[src/rtl/reg_bus_pkg.sv]
// Shared state encoding and constants for the register-bus sequencer.
package reg_bus_pkg;

    typedef enum logic [2:0] {
        IDLE = 3'd0,
        WR   = 3'd1,
        RD   = 3'd2,
        TURN = 3'd3,
        RESP = 3'd4
    } state_t;

    // Fill bit for the read data returned on an address error
    localparam bit ERR_RDATA_BIT = 1'b1;

    function automatic logic is_ticked_state(state_t s);
        return (s == WR) || (s == RD) || (s == TURN);
    endfunction

endpackage

[src/rtl/reg_bus_ctrl_decode.sv]
// One-hot register select decoder; 'invert' produces active-low selects.
module reg_bus_decode #(
    parameter int NrOfRegs = 8,
    parameter int AddrBits = 3
) (
    input  logic [AddrBits-1:0] addr,
    input  logic                en,
    input  logic                invert,
    output logic [NrOfRegs-1:0] sel
);

    for (genvar i = 0; i < NrOfRegs; i++) begin : g_sel
        assign sel[i] = invert ^ (en && (addr == AddrBits'(i)));
    end

endmodule

[src/rtl/reg_bus_ctrl.sv]
// Tick-paced sequencer driving write enables and output disables of a tri-state
// register bank. Optional macro REG_BUS_ADDR_CHECK_EN adds out-of-range address errors.
module reg_bus_ctrl
    import reg_bus_pkg::*;
#(
    parameter int NrOfRegs = 8,
    parameter int AddrBits = 3,
    parameter int NrOfBits = 8
) (
    input  logic                Clock,
    input  logic                Reset,
    input  logic                Tick,
    input  logic                req_valid,
    output logic                req_ready,
    input  logic                req_write,
    input  logic [AddrBits-1:0] req_addr,
    input  logic [NrOfBits-1:0] req_wdata,
    output logic                rsp_valid,
    input  logic                rsp_ready,
    output logic [NrOfBits-1:0] rsp_rdata,
    output logic                rsp_err,
    output logic [NrOfRegs-1:0] reg_we,
    output logic [NrOfRegs-1:0] reg_cs,
    output logic [NrOfBits-1:0] bus_d,
    input  logic [NrOfBits-1:0] bus_q
);

    state_t                state_q;
    logic [AddrBits-1:0]   addr_q;
    logic [NrOfBits-1:0]   wdata_q;
    logic [NrOfBits-1:0]   rdata_q;

`ifdef REG_BUS_ADDR_CHECK_EN
    localparam logic [AddrBits:0] NREGS_W = (AddrBits+1)'(NrOfRegs);
    logic err_q;
    logic in_range;
    assign in_range = ({1'b0, req_addr} < NREGS_W);
    assign rsp_err  = err_q;
`else
    assign rsp_err  = 1'b0;
`endif

    always_ff @(posedge Clock or posedge Reset) begin
        if (Reset) begin
            state_q <= IDLE;
            addr_q  <= '0;
            wdata_q <= '0;
            rdata_q <= '0;
`ifdef REG_BUS_ADDR_CHECK_EN
            err_q   <= 1'b0;
`endif
        end else begin
            case (state_q)
                IDLE: if (req_valid) begin
                    addr_q  <= req_addr;
                    wdata_q <= req_wdata;
                    rdata_q <= '0;
`ifdef REG_BUS_ADDR_CHECK_EN
                    // Bad address: answer straight away without touching the bus
                    if (!in_range) begin
                        err_q   <= 1'b1;
                        rdata_q <= {NrOfBits{ERR_RDATA_BIT}};
                        state_q <= RESP;
                    end else begin
                        err_q   <= 1'b0;
                        state_q <= req_write ? WR : RD;
                    end
`else
                    state_q <= req_write ? WR : RD;
`endif
                end
                WR:   if (Tick) state_q <= RESP;
                RD:   if (Tick) begin
                    rdata_q <= bus_q;
                    state_q <= TURN;
                end
                TURN: if (Tick) state_q <= RESP;
                RESP: if (rsp_ready) state_q <= IDLE;
                default: state_q <= IDLE;
            endcase
        end
    end

    assign req_ready = (state_q == IDLE);
    assign rsp_valid = (state_q == RESP);
    assign rsp_rdata = rdata_q;
    assign bus_d     = wdata_q;

    // Selects depend only on registered state, so reset kills them asynchronously
    reg_bus_decode #(.NrOfRegs(NrOfRegs), .AddrBits(AddrBits)) u_we_dec (
        .addr   (addr_q),
        .en     (is_ticked_state(state_q) && (state_q == WR)),
        .invert (1'b0),
        .sel    (reg_we)
    );

    reg_bus_decode #(.NrOfRegs(NrOfRegs), .AddrBits(AddrBits)) u_cs_dec (
        .addr   (addr_q),
        .en     (state_q == RD),
        .invert (1'b1),
        .sel    (reg_cs)
    );

endmodule
[config.mk]
export PLATFORM = sky130hd
export DESIGN_NAME = reg_bus_ctrl
export DESIGN_NICKNAME = d
export VERILOG_FILES = /design/src/rtl/reg_bus_pkg.sv /design/src/rtl/reg_bus_ctrl_decode.sv /design/src/rtl/reg_bus_ctrl.sv
export SDC_FILE = /design/constraint.sdc
export NUM_CORES = 1
export LEC_CHECK = 0
export ABC_AREA = 1
export CAP_MARGIN = 40
export CORE_MARGIN = 2
export CORE_UTILIZATION = 30
export DETAILED_ROUTE_END_ITERATION = 12
export MAX_ROUTING_LAYER = met4
export PLACE_DENSITY = 0.74
export SYNTH_ARGS = -nofsm -noshare
export SYNTH_HDL_FRONTEND = slang
export SYNTH_SLANG_ARGS = --single-unit
[constraint.sdc]
create_clock -name Clock -period 1.8 [get_ports Clock]
set_clock_uncertainty 0.15 [all_clocks]
set_input_delay 0.36 -clock Clock [delete_from_list [all_inputs] [get_ports Clock]]
set_output_delay 0.36 -clock Clock [all_outputs]
set_load 0.05 [all_outputs]
======== Yosys cells after proc, flatten, opt, wreduce, memory -nomap -nowiden ========
Cells that the tools add are included.
word-level totals
  flip-flop bits (word level) ............. 22
  logic and storage cells ................. 62
  output and inout port bits .............. 35
  bits in read-only memories .............. 0
  bits in latches ......................... 0
  input bits .............................. 25
  memory bits (writable) .................. 0
  memories kept ........................... 0
operators by class
  order comparisons ....................... 0
  reductions and logical operators ........ 26
  shift-type cells ........................ 0
  bitwise operators ....................... 8
  equal/unequal tests ..................... 15
  multipliers ............................. 0
  div/mod/pow operators ................... 0
  multiplexer cells ....................... 9
  add/subtract/negate cells ............... 0
operator list
  kind                                            count
  logical AND 1 bit                               17
  2-to-1 mux 8 bit                                2
  one-hot mux 8 bit (2 select lines)              1
  == test 3 bit (second input constant)           5
  == test 3 x 2 -> 1 bit (second input constant)  4
  2-to-1 mux 3 bit                                4
  one-hot mux 3 bit (4 select lines)              1
  inverter 1 bit                                  8
  == test 3 x 1 -> 1 bit (second input constant)  2
  logical NOT 3 bit                               2
  != test 2 x 1 -> 1 bit (second input constant)  2
  != test 2 bit (second input constant)           2
  AND reduction 4 bit                             1
  AND reduction 3 bit                             1
  logical OR 1 bit                                2
  2-to-1 mux 2 bit                                1
  AND reduction 2 bit                             1
  nonzero test 2 bit                              1
  OR reduction 2 bit                              1

======== Logic depth before layout (Yosys ltp) ========
Gate-level depths: netlist of the first run.
  depth after elaboration ................. 5
  gate-level depth with buffers ........... 8
  gate-level depth less buffers ........... 7

======== Hierarchy ========
Synthesis of the first run repeated with hierarchy kept, for this count alone.
second synthesis, totals
  cells, all modules ...................... 225
  area, all modules ....................... 1466.4 µm²
by module, submodules not included
  module          area each (µm²)  cells an instance  seq. area each (µm²)  instances
  reg_bus_ctrl    1073.5           137                550.5                 1
  reg_bus_decode  196.4            44                 0.0                   2

======== Worst setup path after synthesis of the first run ========
OpenSTA, ideal clock, no wires.
  path type ............................... register -> output
  from .................................... register state_q[2]
  to ...................................... output reg_we[0]
  cell stages (with the launch flop) ...... 4
  data arrival time ....................... 2.214 ns
  data required time ...................... 1.290 ns
  setup slack ............................. -0.924 ns
  path buffers ............................ 0
  cells stage by stage .................... dfrtp_1 > inv_2 > nand3_1 > nor4_1
between the ends
  cells in the longest elaborated chain, start to end .. 5
  elaborated cells between the ends (all ways) .. 7
  those cells by class .................... eq/ne: 3; reduce/logical: 4
RTL lines
  element                                                                  RTL line                               source
  from (decl)                                                              reg_bus_ctrl.sv:28                     state_t state_q;
  from (signal assigned)                                                   reg_bus_ctrl.sv:69                     state_q <= req_write ? WR : RD;
  == test 3 x 1 -> 1 bit / == test 3 x 2 -> 1 bit (equally long branches)  reg_bus_pkg.sv:16, reg_bus_ctrl.sv:92
  logical OR 1 bit (2 in a row)                                            reg_bus_pkg.sv:16                      return (s == WR) || (s == RD) || (s == TURN);
  logical AND 1 bit (*)                                                    reg_bus_ctrl.sv:92                     .en (is_ticked_state(state_q) && (state_q == WR)),
  logical AND 1 bit (*)                                                    reg_bus_ctrl_decode.sv:13              assign sel[i] = invert ^ (en && (addr == AddrBits'(i)));
  to (decl)                                                                reg_bus_ctrl.sv:22                     output logic [NrOfRegs-1:0] reg_we,
Mark *: on every way between the ends. The rest lies on a longest branch, timed or not.

======== Final worst setup path of the first run ========
  from .................................... register addr_q[0]
  to ...................................... output reg_we[3]
between the ends
  cells in the longest elaborated chain, start to end .. 2
RTL lines
  element                 RTL line                   source
  from (decl)             reg_bus_ctrl.sv:29         logic [AddrBits-1:0] addr_q;
  from (signal assigned)  reg_bus_ctrl.sv:55         addr_q <= req_addr;
  == test 3 x 2 -> 1 bit  reg_bus_ctrl_decode.sv:13
  logical AND 1 bit       reg_bus_ctrl_decode.sv:13
Every way passes these cells.

==> results of run 1 <==
-- how the worst max path moves through the flow --
stage	startpoint	to	slack (ns)	depth (start not counted)
6_report	addr_q[0]	reg_we[3]	-0.22	4
5_1_grt	addr_q[0]	reg_we[3]	-0.27	4
4_1_cts	addr_q[0]	reg_we[3]	-0.23	4
3_5_place_dp	state_q[2]	reg_we[4]	-0.008	5
3_3_place_gp	state_q[2]	reg_we[4]	0.03	5
2_1_floorplan	state_q[2]	reg_we[1]	-0.19	3
-- flip-flops by register name, indices dropped and copies added (netlist names) --
name       flops
addr_q         3
bus_d          8
state_q        3
rsp_rdata      8
-- power groups by stage --
stage	registers, uW	logic, uW	clock network [uW]
floorplan	1460	1320	0
global placement	903	2760	0
detailed placement	905	2790	0
CTS	905	3090	350
global route	937	3440	379
finish	910	3230	339
-- cell type report --
type | count | area, sq um | share of cell area
Multi-Input combinational cell | 111 | 689.4 | 0.2808
Clock buffer | 4 | 55.05 | 0.02243
Sequential cell | 22 | 554.3 | 0.2258
Tap cell | 50 | 62.56 | 0.02548
Inverter | 18 | 78.83 | 0.03211
Timing Repair Buffer | 93 | 1015 | 0.4134
-- timing repair --
action / 4_1_cts / 5_1_grt
setup buffers: 12 / 9
pin swaps: 9 / 5
gates resized for setup: 6 / 5
gates cloned: 1 / 0
setup endpoints to repair: 17 / 26
-- layer usage --
layer  vias to the layer above  share of wire  track usage
li1                        694              -            -
met1                       634           0.42       0.2099
met2                        38           0.53       0.2819
met3                         2          0.046      0.01833
met4                         0         0.0024      0.03061
met5                         -              0            -
-- cells by family (layout without fill, tap and decap cells) --
| kind of cell | count (synthesis) | after routing | share of synthesized area |
|---|---|---|---|
| buffers and inverters | 26 | 115 | 0.1003 |
| AO/OA/AOI/OAI | 1 | 1 | 0.004133 |
| AND/OR/NAND/NOR | 108 | 109 | 0.4374 |
| other | 1 | 1 | 0.003099 |
| flip-flops | 22 | 22 | 0.4550 |
-- critical path, delay by kind of cell (launching register included) --
kind | cells | cell delay (ns)
buffers and inverters | 3 | 0.51
DFF | 1 | 0.44
and+or+nand+nor | 1 | 0.31
-- cells in the final DEF (no fill, tap or decap), types with 4 or more instances in the layout --
cell type	synthesis	routed
nor2_1	15	14
nand4_1	10	10
buf_12	0	19
buf_6	2	5
nor4_4	0	8
nand3_1	22	21
clkbuf_8	0	4
buf_4	1	45
inv_2	4	4
nand2_1	45	45
nand2_4	4	4
dfrtp_1	22	19
nor2_4	2	4
inv_1	14	11
clkdlybuf4s50_1	0	24
-- stage by stage --
step	instances	instance area, sq um
after global placement	273	2183
after CTS	290	2379
after detailed placement	273	2183
final	298	2455
after global routing	298	2455
after floorplan	158	1369
==> key figures, run 1 <==
Yosys
  • Synthesis Warnings: 0
  • Yosys reg bits: 22
  • FFs w/ async S/R, synth: 1.000
  • Cell with the most instances after synthesis: nand2_1
  • Post-synth EDFFs: 0
  • Syn Nets: 183
  • Avg Synthesized Cell Area: 7.658 sq um
  • Post-Syn Instances: 158
  • Area leader, netlist: dfrtp_1
  • Post-synth top area share: 0.4550
  • Most frequent cells after synthesis: nand2_1, dfrtp_1, nand3_1
  • Sequential share of the synthesized area: 0.4550
  • Top_reg_cell synth: dfrtp_1
  • Mapped cell area: 0.001210 sq mm
  • Synth unique cells: 18
  • Area contributors post-synth: dfrtp_1, nand2_1, nand3_1

Worst setup path
  • Crit start category: flip-flop
  • Worst-path cell chain: clkinvlp_4 > buf_12 > nor4_4 > buf_12
  • WS Path Type: flip-flop to primary output
  • R2R depth: 10
  • Crit-path max cell delay: 0.44 ns
  • R2R Path End: rsp_rdata[1]
  • Critical Path Sink Type: primary output
  • Worst endpoint data arrival time: 1.51 ns
  • CP max-delay cell: dfrtp_2
  • Top cell by count, worst path: buf_12
  • Crit-path max FO: 5
  • Required time of the critical path: 1.29 ns
  • RR Startpoint: state_q[1]
  • R2R setup slack: 0.16 ns

STA
  • Fmax: ~500 MHz
  • Min Hold Slack: 0.2774 ns
  • Final Max Tran Viols: 0
  • Minimum clock period: 2.016 ns
  • Setup TNS: -2.014 ns
  • Final setup margin: -0.2158 ns
  • Crit share post-route: 1.120
  • Final setup vio count: 15
  • Final hold violation count: 0
  • RSZ-0062 raised after global routing: yes

Outcome
  • Failing checks: setup timing
  • Status: finished, violations left

Floorplan
  • Die width: 67.51 um
  • Die area: 0.004557 sq mm
  • Initial core utilization: 0.3069
  • Chip height: 67.51 um
  • Row count: 23
  • # IOs: 60
  • Core Area: approximately 0.0039 sq mm

Power and ir drop
  • Switching pwr: 2274 uW
  • Cell Pwr Density: roughly 1800 mW/mm^2
  • Sw Ratio: 0.5075
  • Leakage: 0.001196 uW
  • Comb power frac: 0.721
  • Pwr Total: about 4500 uW
  • Int Power: 2207 uW
  • Clk pwr share: 0.076
  • Flop pwr share: 0.203
  • Worst vdd ir: between 0.9 and 1 mV

Finish
  • Layout cells sized above 1: 0.4073
  • Diodes inserted: 0
  • Fin nets: 274
  • Fillers: 335
  • Final core occ: 0.6227
  • Synth-to-Final Area Change: 102.9%

Clock network
  • Clock tree sinks: 22
  • Clock buffer depth: 2
  • CTS clock-pin slew for the worst setup and hold paths: ~0.08 ns
  • Clk_lat worst skew: 0.25 ns
  • H-tree level count: 1
  • TritonCTS Buffers: 3
  • Clock root cell: clkbuf_8
  • CTS Hold Buffers Added: 0
  • CTS tree: done

Global routing
  • Antenna violations before repair: 0
  • GRT Overall Usage: 0.1641
  • Number of global-route vias before repair: around 1300
  • Largest net degree at the start of global routing: 23
  • Grt total ovfl: 0
  • First-pass GRT wire length: 5671 um

Drt
  • Drt pass-1 iters: 4
  • Total Routed Length: 3383 um
  • DRC errors left: 0
  • DR WL/cell: 11.35 um
  • DRT iter0 DRCs: 37
  • Vias/cell: between 4 and 5
  • Routed vias: 1368
  • Antenna-violating nets left: 0

Min path
  • HP Class: input pin to asynchronous set/reset pin

Flow run
  • MaxCap Viol Count: 0

Place
  • Gpl congestion: 0.8184
  • Detailed placement HPWL: 2542 um
  • PortBufs: 58
  • Place WS: -0.007888 ns
(Power assumes the default switching activity.)
==> inputs of run 2 (changes only) <==
--- a/config.mk
+++ b/config.mk
@@ -5,13 +5,13 @@
 export SDC_FILE = /design/constraint.sdc
 export NUM_CORES = 1
 export LEC_CHECK = 0
-export ABC_AREA = 1
 export CAP_MARGIN = 40
 export CORE_MARGIN = 2
 export CORE_UTILIZATION = 30
 export DETAILED_ROUTE_END_ITERATION = 12
 export MAX_ROUTING_LAYER = met4
 export PLACE_DENSITY = 0.74
+export SLEW_MARGIN = 30
 export SYNTH_ARGS = -nofsm -noshare
 export SYNTH_HDL_FRONTEND = slang
 export SYNTH_SLANG_ARGS = --single-unit
==> run 2 against run 1 <==
Compared with the run above: the run still ends with setup timing left; cell count down 24%; first-iteration DRC count shrank 11%; core utilization is 5.0 points lower; routed wire length is 1.1% higher; via count is 19% lower; synthesized area shrank 3.0%; maximum frequency up 3.8%; clock-buffer cell count did not move; sequential power up 8.8%; register-to-register slack got worse by 0.12 ns; non-clock buffer count fell by 22; synthesized cell count down 29%; critical endpoint is now reg_we[4]; largest cell class unchanged.
==> key figures, run 2 <==
Worst setup path
  • Crit start category: flip-flop
  • Critical Path Sink Type: primary output
  • WS Path Type: flip-flop to primary output
  • Worst endpoint data arrival time: 1.43 ns (-0.08 ns)
  • Required time of the critical path: 1.29 ns (about the same)
  • Crit-path max FO: 4 (-1)

Yosys
  • Area contributors post-synth: dfrtp_1, mux2_4, nand4_1
  • Mapped cell area: 0.001174 sq mm (-3.0%)
  • Post-Syn Instances: 112 (-29%)
  • Avg Synthesized Cell Area: 10.48 sq um (+37%)
  • Cell with the most instances after synthesis: dfrtp_1
  • Multiplexer share of the synthesized area: 0.1557 (+0.1557)
  • Synth Area in Simple Gates: 0.2303 (-0.2072)
  • Post-synth top area share: 0.4691 (+0.01407)
  • Synth Area in Adders: 0 (unchanged)
  • Most frequent cells after synthesis: dfrtp_1, mux2_4, inv_1, nand4_1, nor2_1
  • Top_reg_cell synth: dfrtp_1
  • Post-synthesis compound-gate area fraction: 0.05650 (+0.05237)
  • Sequential share of the synthesized area: 0.4691 (+0.01407)
  • Area leader, netlist: dfrtp_1
  • Synth unique cells: 30 (+12)
  • Largest family of logic cells by synthesized area: simple AND/OR/NAND/NOR gates
  • Syn Nets: 137 (-25%)
  • Xor/xnor cell area share of the yosys netlist: 0 (unchanged)
  • Yosys reg bits: 22 (unchanged)
  • Synthesis Warnings: 0 (unchanged)
  • Post-synth EDFFs: 0 (unchanged)
  • FFs w/ async S/R, synth: 1.000 (unchanged)

Place
  • Area post-placement: 0.001897 sq mm (-13%)
  • PortBufs: 58 (unchanged)
  • Detailed placement HPWL: 2456 um (-3.4%)
  • Gpl congestion: 0.8139 (-0.55%)
  • Place WS: 0.02642 ns (+0.03431 ns)

STA
  • Final setup margin: -0.1420 ns (+0.07376 ns)
  • Rel. slew slack: 0.6644
  • Worst-Margin Slew: 0.5016 ns
  • Minimum clock period: 1.942 ns (-0.07376 ns)
  • Final Max Tran Viols: 0 (unchanged)
  • Fmax: 514.9 MHz (+3.8%)
  • Setup TNS: -1.344 ns (+0.6702 ns)
  • Final setup vio count: 17 (+2)
  • Final hold violation count: 0 (unchanged)
  • RSZ-0062 raised after global routing: yes
  • Crit share post-route: 1.079 (-0.04098)

Drt
  • DRC errors left: 0 (unchanged)
  • Antenna-violating nets left: 0 (unchanged)
  • Drt pass-1 iters: 4 (unchanged)
  • DRT iter0 DRCs: 33 (-11%)
  • DR WL/cell: 15.06 um (+33%)
  • Vias/cell: 4.872 (+6.1%)
  • Total Routed Length: 3419 um (+1.1%)
  • Routed vias: 1106 (-19%)

Floorplan
  • Die width: 66.55 um (-1.4%)
  • # IOs: 60 (unchanged)
  • Row count: 22 (-4.3%)
  • Die area: 0.004428 sq mm (-2.8%)
  • Chip height: 66.55 um (-1.4%)
  • Initial core utilization: 0.3158 (+0.008938)
  • Core Area: 0.003716 sq mm (-5.7%)

Flow run
  • MaxCap Viol Count: 0 (unchanged)

Min path
  • HP Class: input pin to asynchronous set/reset pin

Power and ir drop
  • Leakage: 0.0009016 uW (-25%)
  • Worst vdd ir: 0.8359 mV (-10%)
  • Cell Pwr Density: 1878 mW/mm^2 (+2.9%)

Clock network
  • CTS Hold Buffers Added: 0 (unchanged)
  • H-tree level count: 1 (unchanged)
  • Clk_lat worst skew: 0.26 ns (about the same)
  • Clock root cell: clkbuf_8
  • CTS tree: done
  • Clock buffer depth: 2 (unchanged)
  • TritonCTS Buffers: 3 (unchanged)
  • CTS clock-pin slew for the worst setup and hold paths: 0.08 ns (about the same)
  • Clock tree sinks: 22 (unchanged)

Finish
  • Post-route cell area: 0.002127 sq mm (-13%)
  • Most frequent cells in the layout: buf_4, clkdlybuf4s50_1, dfrtp_1, mux2_4, buf_12
  • Layout cells sized above 1: 0.5028 (+0.09554)
  • Diodes inserted: 0 (unchanged)
  • Commonest non-fill, non-tap cell in the layout: buf_4
  • Fin nets: 205 (-25%)
  • Synth-to-Final Area Change: 81.24%
  • Fillers: 311 (-7.2%)

Global routing
  • Number of global-route vias before repair: 1109 (-13%)
  • GRT Overall Usage: 0.1617 (-0.002403)
  • First-pass GRT wire length: 5250 um (-7.4%)
  • Antenna violations before repair: 0 (unchanged)
  • Largest net degree at the start of global routing: 23 (unchanged)
  • Grt total ovfl: 0 (unchanged)

Outcome
  • Status: finished, violations left
  • Failing checks: setup timing
==> run 2: timing repair <==
| action | CTS | global route |
|---|---|---|
| cloned | 0 | 1 |
| pin swaps | 6 | 2 |
| setup endpoints to repair | 18 | 29 |
| gates resized for setup | 29 | 13 |
| hold endpoints to repair | 0 | 0 |
| setup buffers | 4 | 2 |
==> run 2: critical path: stages (launching register included) <==
cell and delay [ns]:
dfrtp_1 0.42, nor2_2 0.16, nand3_2 0.19, nor3_2 0.22, buf_12 0.17
==> run 2: final timing paths <==
| check | from | to | slack (ns) | cells after the start |
|---|---|---|---|---|
| worst max register to register | state_q[0] | bus_d[0] | 0.04 | 5 |
| min in group Clock | bus_d[3] | bus_d[3] | 0.37 | 1 |
| worst min register to register | bus_d[3] | bus_d[3] | 0.37 | 1 |
| worst min-delay path | Reset | bus_d[3] | 0.29 | 3 |
| max in group asynchronous | Reset | state_q[2] | 0.97 | 3 |
| worst max-delay path | state_q[1] | reg_we[4] | -0.14 | 4 |
==> run 2: metal layers <==
| metal | track usage | wire, um | up-vias |
|---|---|---|---|
| met5 | - | 0 | - |
| met4 | 0.06888 | 57 | 0 |
| met3 | 0.02196 | 168 | 4 |
| met2 | 0.2800 | 1801 | 45 |
| met1 | 0.1874 | 1393 | 538 |
| li1 | - | - | 519 |
==> run 2: final cells by class <==
| cell class | instances | area, sq um | area share |
|---|---|---|---|
| clock buffers | 4 | 55.05 | 0.02588 |
| inverters | 9 | 33.78 | 0.01588 |
| multi-input cells | 73 | 646.9 | 0.3041 |
| flip-flops and latches | 22 | 556.8 | 0.2618 |
| well taps | 48 | 60.06 | 0.02824 |
| repair buffers | 71 | 774.5 | 0.3641 |
==> run 2: logic make-up (layout without fill, tap and decap cells) <==
kind of cell,Yosys count,count (layout)
flops,22,22
other cells,1,1
buf+inv,18,84
mux,13,13
simple gates,46,47
compound gates,12,12
==> run 2: metrics by stage <==
stage                     utilization  total power (uW)  std cells  hold slack [ns]
after floorplan                     -              2577        112           0.1992
after CTS                      0.5562              3897        225           0.2974
after global routing           0.5724              4208        227           0.3224
final                          0.5724              3994        227           0.2886
after global placement         0.5104              3284        217           0.3519
after detailed placement       0.5104              3356        217           0.3471
==> run 2: power by group <==
| group | switching (uW) | internal (uW) |
|---|---|---|
| logic | 1550 | 1110 |
| clock network | 152 | 195 |
| registers | 256 | 735 |
| total | 1960 | 2030 |
==> inputs of run 3 (changes only) <==
--- a/config.mk
+++ b/config.mk
@@ -9,9 +9,11 @@
 export CORE_MARGIN = 2
 export CORE_UTILIZATION = 30
 export DETAILED_ROUTE_END_ITERATION = 12
+export DONT_BUFFER_PORTS = 1
 export MAX_ROUTING_LAYER = met4
-export PLACE_DENSITY = 0.74
-export SLEW_MARGIN = 30
+export PLACE_DENSITY = 0.55
+export SLEW_MARGIN = 40
 export SYNTH_ARGS = -nofsm -noshare
 export SYNTH_HDL_FRONTEND = slang
 export SYNTH_SLANG_ARGS = --single-unit
+export TNS_END_PERCENT = 20
==> run 3 against run 2 <==
Compared with the run above: the run still ends with setup timing left; non-clock buffer count shrank 40; core utilization shrank 14 points; routed wire length shrank 23%; combinational power shrank 44%; via count shrank 20%; worst hold slack lost 0.24 ns; flip-flop and latch count is the same; maximum frequency grew 2.0%; cell count shrank 19%.
==> key figures, run 3 (synthesis results as in run 2) <==
Floorplan
  • Die width: 66.55 um (unchanged)
  • Core Area: 0.003716 sq mm (unchanged)
  • Initial core utilization: 0.3158 (unchanged)
  • Die area: 0.004428 sq mm (unchanged)
  • Row count: 22 (unchanged)
  • Chip height: 66.55 um (unchanged)
  • # IOs: 60 (unchanged)

Worst setup path
  • Crit-path max cell delay: 0.43 ns (about the same)
  • WS Path Type: flip-flop to primary output
  • Crit-path max FO: 15 (+11)
  • Top cell by count, worst path: buf_4
  • Crit start category: flip-flop
  • Critical path buffer and inverter count: 3 (+2)
  • CP top delay family: buffers and inverters
  • R2R depth: 5 (unchanged)
  • RR Startpoint: state_q[2]
  • CP max-delay cell: dfrtp_2
  • R2R Path End: bus_d[5]
  • Critical Path Sink Type: primary output
  • R2R setup slack: 0.01 ns (-0.03 ns)
  • Worst endpoint data arrival time: 1.39 ns (-0.04 ns)
  • Required time of the critical path: 1.29 ns (about the same)
  • Worst-path cell chain: buf_4 > buf_4 > nor3b_2 > buf_6

STA
  • Final hold violation count: 0 (unchanged)
  • Final setup margin: -0.1048 ns (+0.03724 ns)
  • Minimum clock period: 1.905 ns (-0.03724 ns)
  • Fmax: 525.0 MHz (+2.0%)
  • Final setup vio count: 18 (+1)
  • RSZ-0062 raised after global routing: yes
  • Min Hold Slack: 0.05003 ns (-0.2386 ns)
  • Crit share post-route: 1.058 (-0.02069)
  • Final Max Tran Viols: 0 (unchanged)

Clock network
  • CTS clock-pin slew for the worst setup and hold paths: 0.08 ns (about the same)
  • Clock buffer depth: 2 (unchanged)
  • Clock tree sinks: 22 (unchanged)
  • TritonCTS Buffers: 3 (unchanged)
  • Clock root cell: clkbuf_8
  • H-tree level count: 1 (unchanged)
  • Clk_lat worst skew: 0.26 ns (about the same)
  • CTS tree: done

Min path
  • Hold Path End: state_q[0]
  • HP Class: input pin to flip-flop
  • Worst hold path startpoint: Tick
  • Hold path depth: 1

Drt
  • Antenna-violating nets left: 0 (unchanged)
  • Drt pass-1 iters: 4 (unchanged)
  • Routed vias: 890 (-20%)
  • DR WL/cell: 14.18 um (-5.8%)
  • DRT iter0 DRCs: 13 (-61%)
  • Vias/cell: 4.811 (-1.3%)
  • DRC errors left: 0 (unchanged)
  • Total Routed Length: 2624 um (-23%)

Finish
  • Final core occ: 0.4317 (-0.1407)
  • Diodes inserted: 0 (unchanged)
  • Most frequent cells in the layout: dfrtp_1, buf_6, buf_4, mux2_4
  • Fillers: 354 (+14%)
  • Multi-input logic area: 581.8 sq um (-10%)
  • Commonest non-fill, non-tap cell in the layout: dfrtp_1
  • Post-route cell area: 0.001604 sq mm (-25%)
  • Sequential cell area: 558.0 sq um (+0.22%)
  • Non-Filler Instances: 185 (-19%)
  • Synth-to-Final Area Change: 36.67%
  • Fin nets: 164 (-20%)
  • Layout cells sized above 1: 0.4599 (-0.04294)

Place
  • Post-Place Cells: 174 (-20%)
  • PortBufs: 0 (-100%)
  • Gpl congestion: 0.7047 (-13%)
  • Area post-placement: 0.001399 sq mm (-26%)
  • Detailed placement HPWL: 1878 um (-24%)

Global routing
  • First-pass GRT wire length: 4319 um (-18%)
  • Antenna violations before repair: 0 (unchanged)
  • Largest net degree at the start of global routing: 23 (unchanged)
  • Grt total ovfl: 0 (unchanged)
  • Number of global-route vias before repair: 911 (-18%)
  • GRT Overall Usage: 0.1309 (-0.03080)

Power and ir drop
  • Leakage: 0.0006900 uW (-23%)
  • Pwr Total: 3337 uW (-16%)
  • Worst vdd ir: 0.8232 mV (-1.5%)
  • Cell Pwr Density: 2081 mW/mm^2 (+11%)

Flow run
  • MaxCap Viol Count: 0 (unchanged)

Outcome
  • Status: finished, violations left
  • Failing checks: setup timing
-- run 3: cell count changes in the layout (fill, tap and decap cells not counted), sizes merged --
cell,change
buf,-17
and2,-1
clkdlybuf4s50,-24
dlygate4sd3,+1
clkbuf,-1
-- run 3: area by class of cell --
cell class | count | share of cell area
Tap cell | 48 | 0.03744
Clock buffer | 3 | 0.02574
Sequential cell | 22 | 0.3479
Multi-Input combinational cell | 72 | 0.3627
Inverter | 9 | 0.02106
Timing Repair Buffer | 31 | 0.2051
-- run 3: where the power goes --
group	leakage [uW]	total (uW)	switching [uW]	internal (uW)
clock	0.0000216	301	152	149
combinational	0.000401	1490	777	716
sequential	0.000267	1540	818	725
total	0.000690	3340	1750	1590
-- run 3: worst max-delay path by stage --
stage	start	endpoint	slack, ns	depth (start not counted)
3_5_place_dp	state_q[0]	reg_cs[3]	0.13	4
4_1_cts	state_q[1]	rsp_valid	-0.12	4
6_report	state_q[1]	rsp_valid	-0.10	4
3_3_place_gp	state_q[0]	reg_cs[3]	0.17	4
2_1_floorplan	state_q[2]	reg_we[5]	-0.20	4
5_1_grt	state_q[2]	reg_cs[3]	-0.18	4
-- run 3: layer usage --
metal	routed length [um]	vias to the layer above	track usage
met5	0	-	-
met4	27	0	0.06122
met3	117	2	0.01858
met2	1395	33	0.2200
met1	1084	422	0.1547
li1	-	433	-
-- run 3: repair_timing --
action | CTS | global route
pin swaps | 3 | 6
endpoints found under the setup margin | 17 | 18
endpoints found under the hold margin | 22 | 0
setup buffers | 6 | 1
gates resized for setup | 22 | 8
hold buffers | 1 | 0
-- run 3: per-stage QoR --
step / setup WS [ns] / TNS (ns)
detailed placement: 0.1348 / 0
global route: -0.1790 / -2.416
floorplan: -0.1961 / -2.835
finish: -0.1048 / -0.9824
CTS: -0.1208 / -1.008
global placement: 0.1727 / 0
